### config.mk
export PLATFORM = sky130hd
export DESIGN_NAME = truth_table_sweeper
export DESIGN_NICKNAME = d
export VERILOG_FILES = /design/src/rtl/truth_table_sweeper_pkg.sv /design/src/rtl/truth_table_sweeper_tt_ram.sv /design/src/rtl/truth_table_sweeper.sv
export SDC_FILE = /design/constraint.sdc
export NUM_CORES = 1
export LEC_CHECK = 0
export BUFFER_PORTS_ARGS = -buffer_cell sky130_fd_sc_hd__buf_2
export CAP_MARGIN = 20
export CORE_UTILIZATION = 39
export DETAILED_ROUTE_END_ITERATION = 7
export SYNTH_ARGS = -nofsm -noshare
export SYNTH_HDL_FRONTEND = slang
export SYNTH_SLANG_ARGS = --single-unit
### constraint.sdc
create_clock -name CLK -period 1.85 [get_ports CLK]
set_input_delay 0.37 -clock CLK [delete_from_list [all_inputs] [get_ports CLK]]
set_output_delay 0.37 -clock CLK [all_outputs]
set_load 0.05 [all_outputs]
### src/rtl/truth_table_sweeper_pkg.sv
// Shared types and the signature fold used by the truth-table sweep engine.
package truth_table_sweeper_pkg;

   typedef enum logic [1:0] {
      IDLE    = 2'd0,
      RUN     = 2'd1,
      DONE_ST = 2'd2
   } sweep_state_t;

   // Widest signature the shared fold supports; callers truncate to their own width.
   localparam int SIG_MAX_W = 64;

   // One signature step: rotate left by one within `width` bits, then xor in the response.
   // Bits at and above `width` are don't-care and are dropped by the caller.
   function automatic logic [SIG_MAX_W-1:0] rotl1_xor(
      input logic [SIG_MAX_W-1:0] sig,
      input logic [SIG_MAX_W-1:0] resp,
      input int                   width
   );
      logic [SIG_MAX_W-1:0] rot;
      rot = (sig << 1) | (sig >> (width - 1));
      return rot ^ resp;
   endfunction

endpackage

### src/rtl/truth_table_sweeper_tt_ram.sv
// Register-file truth table: synchronous write, registered read, cleared on reset.
// A same-cycle write and read of one address returns the old entry.
module tt_ram #(
   parameter int ADDR_W = 3,
   parameter int DATA_W = 2
) (
   input  logic              clk,
   input  logic              rst,
   input  logic              wr_en,
   input  logic [ADDR_W-1:0] wr_addr,
   input  logic [DATA_W-1:0] wr_data,
   input  logic [ADDR_W-1:0] rd_addr,
   output logic [DATA_W-1:0] rd_data
);

   localparam int DEPTH = 1 << ADDR_W;

   logic [DATA_W-1:0] mem [DEPTH];

   always_ff @(posedge clk) begin
      if (rst) begin
         for (int i = 0; i < DEPTH; i++) begin
            mem[i] <= '0;
         end
         rd_data <= '0;
      end else begin
         if (wr_en) begin
            mem[wr_addr] <= wr_data;
         end
         rd_data <= mem[rd_addr];
      end
   end

endmodule

### src/rtl/truth_table_sweeper.sv
// Programmable N_IN-in / N_OUT-out Boolean function with an exhaustive sweep engine
// that walks every input vector, holds it DWELL cycles and folds the responses into SIG.
module truth_table_sweeper #(
   parameter int N_IN  = 3,
   parameter int N_OUT = 2,
   parameter int DWELL = 100,
   parameter int SIG_W = 8
) (
   input  logic             CLK,
   input  logic             RST,
   input  logic [N_IN-1:0]  IN,
   input  logic             WR_EN,
   input  logic [N_IN-1:0]  WR_ADDR,
   input  logic [N_OUT-1:0] WR_DATA,
   input  logic             START,
   input  logic             ABORT,
   output logic [N_IN-1:0]  VEC,
   output logic [N_OUT-1:0] F,
   output logic             BUSY,
   output logic             DONE,
   output logic [SIG_W-1:0] SIG
);

   import truth_table_sweeper_pkg::*;

   localparam int             DW_W       = (DWELL > 2) ? $clog2(DWELL) : 1;
   localparam logic [DW_W-1:0] DWELL_LAST = DW_W'(DWELL - 1);
   localparam logic [N_IN-1:0] VEC_LAST   = '1;

   sweep_state_t     state;
   sweep_state_t     next_state;
   logic [N_IN-1:0]  vec_cnt;
   logic [DW_W-1:0]  dwell_cnt;
   logic [N_IN-1:0]  rd_addr;
   logic [SIG_W-1:0] sig_next;
   logic             start_sweep;
   logic             sample_now;

   assign rd_addr  = (state == RUN) ? vec_cnt : IN;
   assign sig_next = SIG_W'(rotl1_xor(SIG_MAX_W'(SIG), SIG_MAX_W'(F), SIG_W));

   tt_ram #(
      .ADDR_W (N_IN),
      .DATA_W (N_OUT)
   ) u_tt_ram (
      .clk     (CLK),
      .rst     (RST),
      .wr_en   (WR_EN),
      .wr_addr (WR_ADDR),
      .wr_data (WR_DATA),
      .rd_addr (rd_addr),
      .rd_data (F)
   );

   always_ff @(posedge CLK) begin
      if (RST) begin
         state <= IDLE;
      end else begin
         state <= next_state;
      end
   end

   // ABORT beats START in IDLE; in RUN it beats the dwell-end sample, so SIG keeps its partial value.
   always_comb begin
      next_state  = state;
      start_sweep = 1'b0;
      sample_now  = 1'b0;
      BUSY        = 1'b0;
      DONE        = 1'b0;
      unique case (state)
         IDLE: begin
            if (START && !ABORT) begin
               next_state  = RUN;
               start_sweep = 1'b1;
            end
         end
         RUN: begin
            BUSY = 1'b1;
            if (ABORT) begin
               next_state = IDLE;
            end else if (dwell_cnt == DWELL_LAST) begin
               sample_now = 1'b1;
               if (vec_cnt == VEC_LAST) begin
                  next_state = DONE_ST;
               end
            end
         end
         DONE_ST: begin
            DONE       = 1'b1;
            next_state = IDLE;
         end
         default: begin
            next_state = IDLE;
         end
      endcase
   end

   // VEC tracks the address whose lookup lands in F on the same edge.
   always_ff @(posedge CLK) begin
      if (RST) begin
         vec_cnt   <= '0;
         dwell_cnt <= '0;
         SIG       <= '0;
         VEC       <= '0;
      end else begin
         VEC <= rd_addr;
         if (start_sweep) begin
            vec_cnt   <= '0;
            dwell_cnt <= '0;
            SIG       <= '0;
         end else if (state == RUN) begin
            if (ABORT) begin
               dwell_cnt <= '0;
            end else if (sample_now) begin
               dwell_cnt <= '0;
               SIG       <= sig_next;
               if (vec_cnt != VEC_LAST) begin
                  vec_cnt <= vec_cnt + 1'b1;
               end
            end else begin
               dwell_cnt <= dwell_cnt + 1'b1;
            end
         end
      end
   end

endmodule
---- Word-level counts from Yosys, hierarchy flattened ----
Memories as Yosys holds them, arrays and structs flattened. A register that Yosys moved wholly into a read port is not among the register bits.
Cells that the tools add are included.
operators by class
  add/sub/neg operators ................... 2
  eq/ne operators ......................... 8
  muxes and demuxes ....................... 23
  bitwise gates (word level) .............. 3
  reductions and logical operators ........ 8
operators with widths
  operator                                             number
  two-way mux 7 bit                                    2
  two-way mux 1 bit                                    13
  two-way mux 2 bit                                    5
  bitwise OR 8 x 1 -> 8 bit                            1
  bitwise XOR 8 x 2 -> 8 bit                           1
  adder 7 x 1 -> 7 bit, second input constant          1
  equality test 7 bit, second input constant           1
  two-way mux 3 bit                                    2
  != test 3 x 2 -> 1 bit, second input constant        2
  AND reduction 3 bit                                  2
  case mux 2 bit (2 select lines)                      1
  AND reduction 4 bit                                  1
  OR reduction 2 bit                                   2
  adder 3 x 1 -> 3 bit, second input constant          1
  equality test 3 bit, second input constant           1
  != test 3 bit, second input constant                 1
  equality test 2 x 1 -> 1 bit, second input constant  1
  equality test 2 bit, second input constant           1
  zero test 2 bit                                      1
  != test 2 bit, second input constant                 1
  logical AND 1 bit                                    1
  zero test 1 bit                                      1
  NOT 1 bit                                            1
storage, ports and cells
  register bits after elaboration ......... 23
  memory bits (writable) .................. 16
  input port bits ......................... 13
  output and inout port bits .............. 15
  logic and storage cells ................. 50
  memories kept ........................... 1
memory list
  name          depth  bits a word  read ports  clocked after memory_dff  write ports  line                              text
  u_tt_ram.mem  8      2            1           1                         8            truth_table_sweeper_tt_ram.sv:18  logic [DATA_W-1:0] mem [DEPTH];

---- Logic depth before layout (Yosys ltp) ----
Gate-level depths: netlist of run 1.
  depth after elaboration ................. 6
  gate-level depth with buffers ........... 8
  mapped depth without buffers ............ 6

---- Modules after synthesis ----
Synthesis of run 1 repeated with hierarchy kept, for this count alone.
second synthesis, totals
  cell total of the unflattened synthesis .. 189
  area total of the unflattened synthesis .. 1,945.6 um2
by module, submodules not included
  module               times used  cells an instance  area an instance (um2)  sequential area each (um2)
  truth_table_sweeper  1           122                1,083.5                 460.4
  tt_ram               1           67                 862.1                   520.5

---- Worst setup path after synthesis of run 1 ----
Ideal clock, no wire load.
  path type ............................... reg-to-reg
  from .................................... reg state[1]
  to ...................................... reg dwell_cnt[5]
  library setup time ...................... 70 ps
  data arrival time ....................... 1,750 ps
  required time ........................... 1,780 ps
  slack ................................... 30 ps
  stages on the path, launching flop included .. 7
  path buffers ............................ 1
  clock period less this slack ............ 1,820 ps
  path through ............................ dfxtp_1 -> nand2b_1 -> buf_6 -> inv_1 -> nand2b_1 -> or4_1 -> a21oi_1
on the way
  longest elaborated chain between the ends .. 4
  elaborated cells on any way between the ends .. 7
  those cells by class .................... eq/ne (1); mux (4); reduce/logical (2)
RTL lines
  what                          line                                                   text
  start, declared               truth_table_sweeper.sv:30                              sweep_state_t state;
  start signal, assigned        truth_table_sweeper.sv:59                              state <= next_state;
  equality test 2 x 1 -> 1 bit  truth_table_sweeper.sv:70, truth_table_sweeper.sv:111
  two-way mux 1 bit             truth_table_sweeper.sv:70                              unique case (state)
  two-way mux 7 bit             truth_table_sweeper.sv:114                             end else if (sample_now) begin
  two-way mux 7 bit             truth_table_sweeper.sv:112                             if (ABORT) begin
  end signal, assigned          truth_table_sweeper.sv:121                             dwell_cnt <= dwell_cnt + 1'b1;
  end, declared                 truth_table_sweeper.sv:33                              logic [DW_W-1:0] dwell_cnt;
Parallel ways exist; a longest one is shown, timed or not.
A chain may end at the register's enable or synchronous reset.

---- Worst setup path in the final report of run 1 ----
  from .................................... reg state[1]
  to ...................................... out BUSY
on the way
  longest elaborated chain between the ends .. 2
RTL lines
  what                          line                       text
  equality test 2 x 1 -> 1 bit  truth_table_sweeper.sv:70
  two-way mux 1 bit             truth_table_sweeper.sv:70
  end, declared                 truth_table_sweeper.sv:19  output logic BUSY,
Every way passes these cells.

==> flow_summary.yaml, run 1 <==
timing:
  report.final.slew_viol_count: 0
  finalHoldViolCount: 0
  fin_crit_sh_pct: 94.87
  rsz0062_at_grt: "false"
  min_period_ns: 1.755
  setup_viol: 0
  setup_tns_ns: 0
  worstMarginPinSlew_ns: 0.3919
  relSlewSlack_pct: 73.82
  fmax_mhz: 569.7
  skew_ns: 0.005264
final_layout:
  nets: 233
  antennaDiodeCount: 0
  area_delta_synth_final_pct: 14.62
  drive_gt1_share_pct: 24.77
placed_design:
  place.gp.congestion: 0.8308
  portBuffers: 27
  dpl.hpwl_mm: 2.514
clocking:
  cts_buffers: 5
  cts_buffer_depth: 2
  cts.clk_slew.worst_paths_ns: 0.07
  holdBufCountCts: 0
  cts_tree: "built"
  root_buffer: "clkbuf_8"
  clock-sinks: 41
  cts_max_level: 2
  clock_latency_ns: 0.29
floorplan:
  core-area_sq_mm: 0.004786
  fp-row-count: 25
  fp.dieW_um: 72.88
  dieHeight_um: 72.88
  die_area_sq_mm: 0.005311
  io_pins: 28
  floorplan.initialDensity_pct: 40.94
yosys:
  synthArstFlopShare_pct: 0
  ys_seq_elements: 41
  synth_seq_area_share_pct: 50.06
  syn-cell-area_sq_mm: 0.001959
  yosysMostFrequentCell: "nor2_1"
  synth_nets: 206
  avgSynthCellArea_sq_um: 10.31
  ys.warnings.count: 0
  yosysTopAreaCell: "dfxtp_1"
  synthTopCellsByArea: "dfxtp_1, edfxtp_1, mux2i_1"
  synthTopCellsByCount: "nor2_1, dfxtp_1, mux2i_1, edfxtp_1"
  synth_top_area_share_pct: 25.54
  ys.flop_type: "dfxtp_1"
  syn_inst: 190
  yosys.cell_types.count: 39
  synth-edff-count: 16
routing:
  drc: 0
  drt_pass1_iterations: 4
  initialDrtViolationCount: 80
  wire_per_inst_um: 12.45
  drt_wl_total_mm: 3.548
  via_per_inst: 4.867
  ant_nets: 0
  num_vias: 1387
worst_setup_path:
  crit_buf_inv: 3
  critPathLaunchType: "flip-flop"
  crit_required_ns: 1.48
  rrSetupSlack_ns: 0.11
  slowest_stage: "dfxtp_1"
  r2r_end: "vec_cnt[0]"
  crit_top_cell: "buf_4"
  crit_family: "buffers and inverters"
  r2r_start: "dwell_cnt[0]"
  max_stage_delay_ns: 0.33
  arrival_ns: 1.39
  critPathKind: "flip-flop to output pin"
  critPathCaptureType: "output pin"
  crit_chain: "nand2b_2 > buf_4 > inv_1 > buf_4"
  reg2regPathDepth: 6
  crit_fanout: 5
worst_hold_path:
  hold_start: "ABORT"
  hp-class: "primary input to flip-flop"
  min_path_cells: 2
  min_to: "state[0]"
grt:
  grt_max_degree: 19
  grt_pass1_wl_mm: 5.747
  grt.total_usage_pct: 14.75
  gr-total-overflow: 0
  antenna_found_initial: 0
  grt_pass1_vias: 1242
job:
  max_cap_violations: 0
power:
  p_leak_uw: 0.0009847
  powerDensity_mw_per_mm2: 834.0
  ir_worst_vdd_v: 0.0003274
  total_power_uw: 1873
status:
  status: "finished clean"
cells in the final DEF (no fill, tap or decap), types with 2 or more instances in the layout:
cell type	n
nor2_1	34
a31o_2	2
a22o_1	2
buf_2	26
and3_1	2
or2_2	2
inv_1	3
dfxtp_1	24
o21ai_0	8
ha_1	3
clkbuf_8	6
xnor2_1	3
edfxtp_1	16
a22oi_1	3
buf_4	8
a21oi_1	8
nand2_1	7
nand3_1	4
nor3_1	5
nand2b_1	3
o21bai_1	3
nor2b_1	5
a21o_1	3
mux2i_1	20
kinds of logic (layout without fill, tap and decap cells):
family                   Yosys count  after routing  synth area share (%)
XOR/XNOR                           3              3                 1.341
flip-flops                        41             41                 50.06
multiplexers                      21             21                 11.37
AND/OR/NAND/NOR                   75             75                 19.54
buffers and inverters             17             45                 6.002
AO/OA/AOI/OAI                     30             30                 9.770
adder cells (fa/ha/maj)            3              3                 1.916
state kept, by name, summed over array words and instances (netlist names):
name,flops
SIG,8
VEC,3
dwell_cnt,7
state,2
u_tt_ram.mem,16
u_tt_ram.rd_data,2
vec_cnt,3
through the flow:
stage                     setup WS (ns)  instance area, sq um  utilization (%)  hold WS (ns)  std cells
after CTS                       0.01275                  2220            46.38        0.3380        282
after global routing            0.01005                  2246            46.93        0.3455        285
final                           0.09484                  2246            46.93        0.3505        285
after floorplan                 0.03036                  1959                -        0.4275        190
after detailed placement        0.02735                  2102            43.92        0.4529        274
after global placement           0.1119                  2102            43.92        0.4462        274
how the worst max path moves through the flow:
stage	start	endpoint	depth (start not counted)
5_1_grt	dwell_cnt[1]	vec_cnt[0]	6
3_5_place_dp	state[1]	u_tt_ram.rd_data[1]	5
6_report	state[1]	BUSY	4
4_1_cts	state[1]	u_tt_ram.rd_data[1]	5
2_1_floorplan	state[1]	dwell_cnt[5]	6
3_3_place_gp	dwell_cnt[0]	vec_cnt[0]	6
power by group:
part           internal, uW  leakage [uW]  switching [uW]
Combinational          71.7      0.000571             121
Clock                   384     0.0000556             313
Sequential              970      0.000358            13.6
Total                  1430      0.000985             447
per-layer routing:
layer | up-vias | GRT usage (%) | wire (um)
li1 | 715 | - | -
met1 | 638 | 19.32 | 1817
met2 | 26 | 22.43 | 1544
met3 | 8 | 4.144 | 121
met4 | 0 | 7.190 | 64
met5 | - | 0 | 0
final cells by class:
class,count,area (sq um)
Clock buffer,7,107.6
Clock inverter,1,7.507
Fill cell,449,2540
Inverter,3,11.26
Multi-Input combinational cell,132,863.3
Sequential cell,41,982.2
Tap cell,67,83.83
Timing Repair Buffer,34,190.2
repair_timing:
action                                  CTS  global route
gates resized for setup                   1             2
endpoints found under the setup margin    1             6
buffers inserted                          0             3
gates cloned                              0             0
Power figures use the tool's default switching activity.
==> inputs of run 2 (changes only) <==
--- a/config.mk
+++ b/config.mk
@@ -5,8 +5,10 @@
 export SDC_FILE = /design/constraint.sdc
 export NUM_CORES = 1
 export LEC_CHECK = 0
+export ABC_AREA = 1
 export BUFFER_PORTS_ARGS = -buffer_cell sky130_fd_sc_hd__buf_2
 export CAP_MARGIN = 20
+export CORE_ASPECT_RATIO = 0.8
 export CORE_UTILIZATION = 39
 export DETAILED_ROUTE_END_ITERATION = 7
 export SYNTH_ARGS = -nofsm -noshare
==> flow_summary.yaml, run 2 <==
yosys:
  synth-edff-count: 16
  synth_top_area_share_pct: 24.66
  yosys.cell_types.count: 25
  synth_seq_area_share_pct: 48.34
  synthTopCellsByArea: "dfxtp_1, edfxtp_1, nand2_1"
  syn-cell-area_sq_mm: 0.002029
  ys.flop_type: "dfxtp_1"
  synthArstFlopShare_pct: 0
  ys_seq_elements: 41
  synth_nets: 282
  syn_inst: 266
  yosysTopAreaCell: "dfxtp_1"
  synthTopCellsByCount: "nand2_1, nor2_1, inv_1, nand3_1, dfxtp_1"
  avgSynthCellArea_sq_um: 7.629
  yosysMostFrequentCell: "nand2_1"
  ys.warnings.count: 0
timing:
  skew_ns: 0.005954
  report.final.slew_viol_count: 0
  relSlewSlack_pct: 74.99
  finalHoldViolCount: 0
  worstMarginPinSlew_ns: 0.3747
  min_period_ns: 1.645
  holdWs_ns: 0.3227
  setup_viol: 0
  rsz0062_at_grt: "false"
  setup_tns_ns: 0
  fmax_mhz: 608.1
  fin_crit_sh_pct: 88.89
final_layout:
  final_cell_mix: "nand2_1, nor2_1, inv_1, nand3_1, buf_2"
  largest_register_ffs: 16
  final_common_cell: "nand2_1"
  final_util_pct: 45.75
  nFillCells: 516
  design_area_sq_mm: 0.002291
  drive_gt1_share_pct: 15.36
  largestRegisters: "u_tt_ram.mem x16, SIG x8, dwell_cnt x7"
  antennaDiodeCount: 0
  regMostFlops: "u_tt_ram.mem"
  nets: 308
  area_delta_synth_final_pct: 12.89
floorplan:
  die_area_sq_mm: 0.005498
  floorplan.initialDensity_pct: 40.53
  fp-row-count: 23
  fp.dieW_um: 82.65
  dieHeight_um: 66.52
  core-area_sq_mm: 0.005007
  io_pins: 28
clocking:
  cts_max_level: 2
  cts_buffer_depth: 2
  cts_tree: "built"
  cts_buffers: 5
  clock-sinks: 41
  root_buffer: "clkbuf_8"
  clock_latency_ns: 0.29
  cts_resized: 0
  postCtsSetupBuffers: 0
  holdBufCountCts: 0
  cts.clk_slew.worst_paths_ns: 0.08
routing:
  wire_per_inst_um: 11.17
  drt_pass1_iterations: 4
  route.met2.wl_mm: 1.675
  top_layer_used: "met4"
  ant_nets: 0
  wl_met3_um: 253
  drc: 0
  drt-met1-wl_mm: 2.000
  drt_wl_total_mm: 3.966
  num_vias: 1705
  initialDrtViolationCount: 95
  via_per_inst: 4.803
power:
  p_clk_share_pct: 35.1
  pwr-share-seq_pct: 53.8
  switchingPower_uw: 455.2
  powerDensity_mw_per_mm2: 795.6
  intPower_uw: 1368
  ir_worst_vdd_v: 0.0004232
  total_power_uw: 1823
  p_sw_share_pct: 24.97
  comb_power_share_pct: 11.1
  p_leak_uw: 0.001088
grt:
  grt.total_usage_pct: 16.22
  grt_pass1_vias: 1468
  grt_max_degree: 17
  gr-total-overflow: 0
  grt_pass1_wl_mm: 6.596
  antenna_found_initial: 0
worst_hold_path:
  hp-class: "primary input to flip-flop"
  hold_start: "RST"
  min_path_cells: 2
worst_setup_path:
  reg2regPathDepth: 7
  critPathCaptureType: "output pin"
  crit_required_ns: 1.48
  crit_fanout: 16
  critPathKind: "flip-flop to output pin"
  r2r_start: "dwell_cnt[0]"
  startpoint: "state[0]"
  arrival_ns: 1.27
  critPathLaunchType: "flip-flop"
status:
  status: "finished clean"
placed_design:
  dpl.hpwl_mm: 2.947
  portBuffers: 27
  placed_cell_area_sq_mm: 0.002185
  place.gp.congestion: 0.8122
job:
  max_cap_violations: 0
-- run 2: changes by cell type after synthesis, sizes merged, moves of 4 or more --
cell / previous run / this run
nand2: 7 / 64
inv: 3 / 34
nand3: 4 / 27
mux2i: 21 / 0
nor2: 36 / 53
nand3b: 1 / 7
o21ai: 8 / 14
nor2b: 5 / 0
clkbuf: 5 / 1
nand2b: 4 / 0
nor3: 5 / 1
-- run 2: area by class of cell --
type / instances / area (sq um) / share of cell area (%)
inverters: 34 / 127.6 / 5.571
clock inverters: 1 / 5.005 / 0.2185
clock buffers: 7 / 96.34 / 4.205
flip-flops and latches: 41 / 980.9 / 42.82
multi-input cells: 182 / 860.8 / 37.58
repair buffers: 28 / 142.6 / 6.226
well taps: 62 / 77.57 / 3.386
-- run 2: final timing paths --
path | slack (ns) | to
hold / removal | 0.32 | VEC[0]
hold reg to reg | 0.50 | dwell_cnt[1]
setup / recovery | 0.21 | BUSY
setup reg to reg | 0.32 | SIG[4]
-- run 2: logic make-up after synthesis --
family	Yosys count	synth area share, %
adder cells (fa/ha/maj)	3	1.850
XOR/XNOR	2	0.8633
AND/OR/NAND/NOR	154	33.48
AO/OA/AOI/OAI	23	5.980
buffers and inverters	43	9.494
flip-flops	41	48.34
-- run 2: power by group through the flow --
stage	Clock [uW]	Sequential, uW	Combinational [uW]
2_1_floorplan	0	1030	115
3_3_place_gp	0	1000	202
3_5_place_dp	0	1000	202
4_1_cts	651	981	203
5_1_grt	687	985	229
6_report	639	981	202
-- run 2: metal layers --
| metal | GRT usage [%] | vias to the layer above |
|---|---|---|
| li1 | - | 891 |
| met1 | 21.99 | 758 |
| met2 | 24.90 | 52 |
| met3 | 4.384 | 4 |
| met4 | 5.172 | 0 |
| met5 | 0 | - |
-- run 2: critical path: stages, from the launching register on --
cell	delay, ns
dfxtp_1	0.44
nand2_4	0.18
inv_1	0.11
buf_2	0.26
-- run 2: through the flow --
| step | cells | setup slack (ns) |
|---|---|---|
| 3_3_place_gp | 347 | 0.3528 |
| 4_1_cts | 355 | 0.09837 |
| 5_1_grt | 355 | 0.1018 |
| 2_1_floorplan | 266 | 0.4526 |
| 6_report | 355 | 0.2055 |
| 3_5_place_dp | 347 | 0.3541 |
